$ cat config.mk
export PLATFORM = sky130hd
export DESIGN_NAME = led_control_flat
export DESIGN_NICKNAME = d
export VERILOG_FILES = /design/src/rtl/led_control_pkg.sv /design/src/rtl/led_control_if.sv /design/src/rtl/sw_sync_edge.sv /design/src/rtl/led_control.sv /design/src/flat_wrapper.sv
export SDC_FILE = /design/constraint.sdc
export NUM_CORES = 1
export LEC_CHECK = 0
export CAP_MARGIN = 40
export CORE_ASPECT_RATIO = 1.2
export CORE_MARGIN = 4
export CORE_UTILIZATION = 49
export DETAILED_ROUTE_END_ITERATION = 8
export PLACE_DENSITY = 0.74
export SYNTH_ARGS = -nofsm -noshare
export SYNTH_HDL_FRONTEND = slang
export SYNTH_SLANG_ARGS = --single-unit
export TNS_END_PERCENT = 10
$ cat constraint.sdc
create_clock -name clk -period 2.15 [get_ports clk]
set_input_delay 0.43 -clock clk [delete_from_list [all_inputs] [get_ports clk]]
set_output_delay 0.43 -clock clk [all_outputs]
set_load 0.01 [all_outputs]
$ cat src/rtl/led_control_pkg.sv
// Shared sizing defaults and the target-position type for the LED controller.
package led_control_pkg;
  localparam int N_LEDS      = 18;
  localparam int POS_W       = 5;
  localparam int SYNC_STAGES = 3;

  typedef logic [POS_W-1:0] pos_t;
endpackage

$ cat src/rtl/led_control_if.sv
// Spawn request, switch inputs and LED mask of the whack-a-mole controller.
interface led_control_if #(
  parameter int N_LEDS = led_control_pkg::N_LEDS,
  parameter int POS_W  = led_control_pkg::POS_W
);
  logic              spawn_tick;
  logic [POS_W-1:0]  random_pos;
  logic [N_LEDS-1:0] sw;
  logic [N_LEDS-1:0] led_mask;

  modport master (output spawn_tick, random_pos, sw, input led_mask);
  modport slave  (input spawn_tick, random_pos, sw, output led_mask);
endinterface

$ cat src/rtl/sw_sync_edge.sv
// Multi-stage synchronizer per input bit plus rising-edge detect on the synced level.
// Level valid STAGES edges after the input rises; rise is combinational off the last stage.
module sw_sync_edge #(
  parameter int WIDTH  = 18,
  parameter int STAGES = 3
) (
  input  logic             clk,
  input  logic             rst,
  input  logic [WIDTH-1:0] din,
  output logic [WIDTH-1:0] level,
  output logic [WIDTH-1:0] rise
);
  logic [WIDTH-1:0] sync_q [STAGES];
  logic [WIDTH-1:0] sync_d [STAGES];
  logic [WIDTH-1:0] prev_q;
  logic [WIDTH-1:0] prev_d;

  always_comb begin
    sync_d[0] = din;
    for (int s = 1; s < STAGES; s++) begin
      sync_d[s] = sync_q[s-1];
    end
    prev_d = sync_q[STAGES-1];
  end

  always_ff @(posedge clk) begin
    if (rst) begin
      for (int s = 0; s < STAGES; s++) begin
        sync_q[s] <= '0;
      end
      prev_q <= '0;
    end else begin
      for (int s = 0; s < STAGES; s++) begin
        sync_q[s] <= sync_d[s];
      end
      prev_q <= prev_d;
    end
  end

  assign level = sync_q[STAGES-1];
  assign rise  = level & ~prev_q;
endmodule

$ cat src/rtl/led_control.sv
// Single-target LED controller: accepts a spawn only while idle, clears on a rising edge of the target switch.
// Spawn shows on led_mask the edge it is sampled; clear lands SYNC_STAGES+1 edges after the switch rises.
module led_control
  import led_control_pkg::*;
#(
  parameter int N_LEDS      = led_control_pkg::N_LEDS,
  parameter int POS_W       = led_control_pkg::POS_W,
  parameter int SYNC_STAGES = led_control_pkg::SYNC_STAGES
) (
  input  logic         clk,
  input  logic         rst,
  led_control_if.slave bus
);
  logic              active_q, active_d;
  logic [POS_W-1:0]  target_q, target_d;
  logic [N_LEDS-1:0] led_mask_q, led_mask_d;
  logic [N_LEDS-1:0] press;
  logic [N_LEDS-1:0] sw_lvl_unused;
  logic              pos_ok;

  sw_sync_edge #(
    .WIDTH  (N_LEDS),
    .STAGES (SYNC_STAGES)
  ) u_sw_sync (
    .clk   (clk),
    .rst   (rst),
    .din   (bus.sw),
    .level (sw_lvl_unused),
    .rise  (press)
  );

  // Extra bit keeps the range check correct when 2**POS_W == N_LEDS.
  assign pos_ok = {1'b0, bus.random_pos} < (POS_W+1)'(N_LEDS);

  always_comb begin
    active_d = active_q;
    target_d = target_q;
    if (active_q) begin
      if (press[target_q]) begin
        active_d = 1'b0;
      end
    end else if (bus.spawn_tick && pos_ok) begin
      active_d = 1'b1;
      target_d = bus.random_pos;
    end
    led_mask_d = active_d ? (N_LEDS'(1) << target_d) : '0;
  end

  always_ff @(posedge clk) begin
    if (rst) begin
      active_q   <= 1'b0;
      target_q   <= '0;
      led_mask_q <= '0;
    end else begin
      active_q   <= active_d;
      target_q   <= target_d;
      led_mask_q <= led_mask_d;
    end
  end

  assign bus.led_mask = led_mask_q;
endmodule

$ cat src/flat_wrapper.sv
// flat-port wrapper written by rule: the top's interface ports become plain ports
module led_control_flat import led_control_pkg::*;
#(
  parameter int N_LEDS      = led_control_pkg::N_LEDS,
  parameter int POS_W       = led_control_pkg::POS_W,
  parameter int SYNC_STAGES = led_control_pkg::SYNC_STAGES
)
  (clk, rst, bus_spawn_tick, bus_random_pos, bus_sw, bus_led_mask);
  led_control_if #(.N_LEDS(N_LEDS), .POS_W(POS_W)) bus_i ();
  input  logic clk;
  input  logic rst;
  input wire logic [$bits(bus_i.spawn_tick)-1:0] bus_spawn_tick;
  input wire logic [$bits(bus_i.random_pos)-1:0] bus_random_pos;
  input wire logic [$bits(bus_i.sw)-1:0] bus_sw;
  output wire logic [$bits(bus_i.led_mask)-1:0] bus_led_mask;
  assign bus_i.spawn_tick = bus_spawn_tick;
  assign bus_i.random_pos = bus_random_pos;
  assign bus_i.sw = bus_sw;
  assign bus_led_mask = bus_i.led_mask;
  led_control #(.N_LEDS(N_LEDS), .POS_W(POS_W), .SYNC_STAGES(SYNC_STAGES)) u_core (.clk(clk), .rst(rst), .bus(bus_i));
endmodule
==> impl_metrics.ini <==
[placement]
routabilityCongestion = 0.9262
io_buffers = 43
post-place-ws_ns = -0.2347
hpwl_um = 3780

[critical_path]
path_class = in2reg
critPathMaxFanout = 4
endpoint_kind = flip-flop
slowest_stage = clkdlybuf4s50_1
worst-path-buf-inv = 2
max_stage_delay_ns = 0.56
rrSetupSlack_ns = 0.17
crit_chain = clkdlybuf4s50_1 -> nor3_1 -> a21o_1 -> a2111oi_4 -> buf_4 -> nand3b_2 -> nor4b_2
required_ns = 2.41
cp.arrival_ns = 2.27
start_kind = input pin
critPathTopFamily = buffers and inverters

[cts]
cts_setup_buffers = 0
cts.clk_slew.worst_paths_ns = 0.08
ctsHoldBuffers = 0
cts_root_buffer = clkbuf_8
cts_buffers = 9
htreeDepth = 3
clk_latency_ns = 0.35
cts_max_path_buffers = 2
cts-resized-gates = 0
cts_sinks = 96
cts_tree = built

[routing]
ant_nets = 0
drtIter0Drc = 80
wl_um = 5208
via_count = 2076
drt-pass1-iter-count = 4
drc = 0
vias_per_cell = 4.718
wl_per_cell_um = 11.84

[timing]
clock_skew_ns = 0.003144
period_share_pct = 93.36
fin_setup_tns_ns = 0
drv_slew = 0
setup_viol = 0
relSlewSlack_pct = 60.44
timing.final.ws_setup_ns = 0.1427
min_period_ns = 2.007
worst_pin_slew_ns = 0.5933
worst_hold_slack_ns = 0.4309
rsz0062_at_grt = false
clock.fmax_ghz = 0.4982
finalHoldViolCount = 0

[cells_and_area]
area_delta_synth_final_pct = 26.67
regArea_mm2 = 0.001923
final_core_util_pct = 63.54
final_cell_mix = dfxtp_1, nor2b_1, clkdlybuf4s50_1, buf_4, nor2_1
layout.nets = 376
drive_gt1_share_pct = 16.90
final_common_cell = dfxtp_1
n_fill_cell = 537
multi_input_area_mm2 = 0.001201
antennaDiodeCount = 0

[power_and_ir_drop]
power.density_mw_per_mm2 = 805.8
leakage_nw = 1.503
vdd_ir_drop_max_mv = 0.5879
totalPowerFinal_w = 0.003280

[logic_synthesis]
syn_nets = 311
synth_cells = 285
syn_area_mm2 = 0.003213
synth_cell_type_count = 45
ys_ff_latch = 96
synth_area_per_cell_um2 = 11.27
yosysWarnings = 0
ys_seq_area_share_pct = 59.81

[die]
io_pins = 44
fp.dieW_um = 81.92
rows = 32
start_util_pct = 50.16
die_y_um = 96.71
dieArea_mm2 = 0.007922
core_area_mm2 = 0.006406

[global_routing]
grt_max_degree = 66
grt_usage_pct = 14.31
grt_pass1_vias = 1977
grt_antenna_before_repair = 0
grt_pass1_wl_um = 8625
grt_overflow_total = 0

[job]
drv_cap = 0

[worst_hold_path]
min_path_type = reg2reg

[run_status]
status = finished, final reports clean
path summary, 6_finish.rpt:
| path | from | endpoint | cells past startpoint |
|---|---|---|---|
| worst min register to register | u_core.u_sw_sync.sync_q[0][41] | u_core.u_sw_sync.prev_q[5] | 2 |
| worst min-delay path | u_core.u_sw_sync.sync_q[0][41] | u_core.u_sw_sync.prev_q[5] | 2 |
| worst max-delay path | bus_random_pos[3] | u_core.bus.led_mask[2] | 7 |
| worst max register to register | u_core.target_q[0] | u_core.bus.led_mask[14] | 8 |
flip-flops by register name, indices dropped and copies added (netlist names):
signal	flops
u_core.target_q	5
u_core.u_sw_sync.sync_q	54
u_core.bus.led_mask	18
u_core.active_q	1
u_core.u_sw_sync.prev_q	18
Yosys cell counts, drive strengths merged:
library cell	number	share of area (%)
a2111oi	2	1.3
a21bo	1	0.31
a21o	1	0.23
a21oi	6	1.1
a221oi	1	0.27
a22oi	2	0.47
a32o	2	0.62
and2	1	0.19
buf	3	0.66
clkbuf	10	1.2
dfxtp	96	60
inv	8	0.93
nand2	5	0.58
nand2b	6	1.2
nand3	4	0.93
nand3b	5	1.4
nand4b	1	0.27
nor2	17	2.2
nor2b	70	14
nor3	6	0.93
nor3b	3	0.70
nor4	1	0.66
nor4b	10	4.3
o2111ai	2	0.55
o21a	2	0.47
o21ai	5	0.78
o221ai	3	0.82
o22ai	2	0.39
o311ai	1	0.27
o31ai	1	0.66
o32a	1	0.31
or2	1	0.19
or2b	1	0.23
or3b	5	1.4
metrics by stage:
| stage | cell area, um^2 | instances |
|---|---|---|
| 3_3_place_gp | 3877 | 424 |
| 3_5_place_dp | 3877 | 424 |
| 5_1_grt | 4070 | 440 |
| 2_1_floorplan | 3213 | 285 |
| 6_report | 4070 | 440 |
| 4_1_cts | 4069 | 440 |
power breakdown:
part / leakage [nW] / internal [W] / total [W] / switching, W
clock: 0.0949 / 0.000574 / 0.00112 / 0.000549
combinational: 0.624 / 0.000163 / 0.000300 / 0.000137
sequential: 0.785 / 0.00183 / 0.00186 / 0.0000236
total: 1.50 / 0.00257 / 0.00328 / 0.000709
per-layer routing:
| layer | wire length (um) | track usage, % | vias to the layer above |
|---|---|---|---|
| met5 | 0 | 0 | - |
| met4 | 155 | 8.056 | 0 |
| met3 | 296 | 5.121 | 16 |
| met2 | 2566 | 23.83 | 53 |
| met1 | 2190 | 15.19 | 923 |
| li1 | - | - | 1084 |
final cells by class:
type	instances	share of cell area, %
flip-flops and latches	96	47.25
inverters	8	0.7378
clock buffers	14	3.750
clock inverters	2	0.9530
repair buffers	67	15.19
well taps	85	2.613
multi-input cells	168	29.51
cell families (layout without fill, tap and decap cells):
logic type             Yosys count  after routing  synth area share (%)
AND/OR/NAND/NOR                136            136                 28.86
flip-flops                      96             96                 59.81
AO/OA/AOI/OAI                   32             32                 8.528
buffers and inverters           21             91                 2.804
worst min-delay path, stage by stage (launching register included):
cell and delay (ns):
dfxtp_1 0.30, inv_1 0.05, nor2_1 0.04
Power figures use the tool's default switching activity.
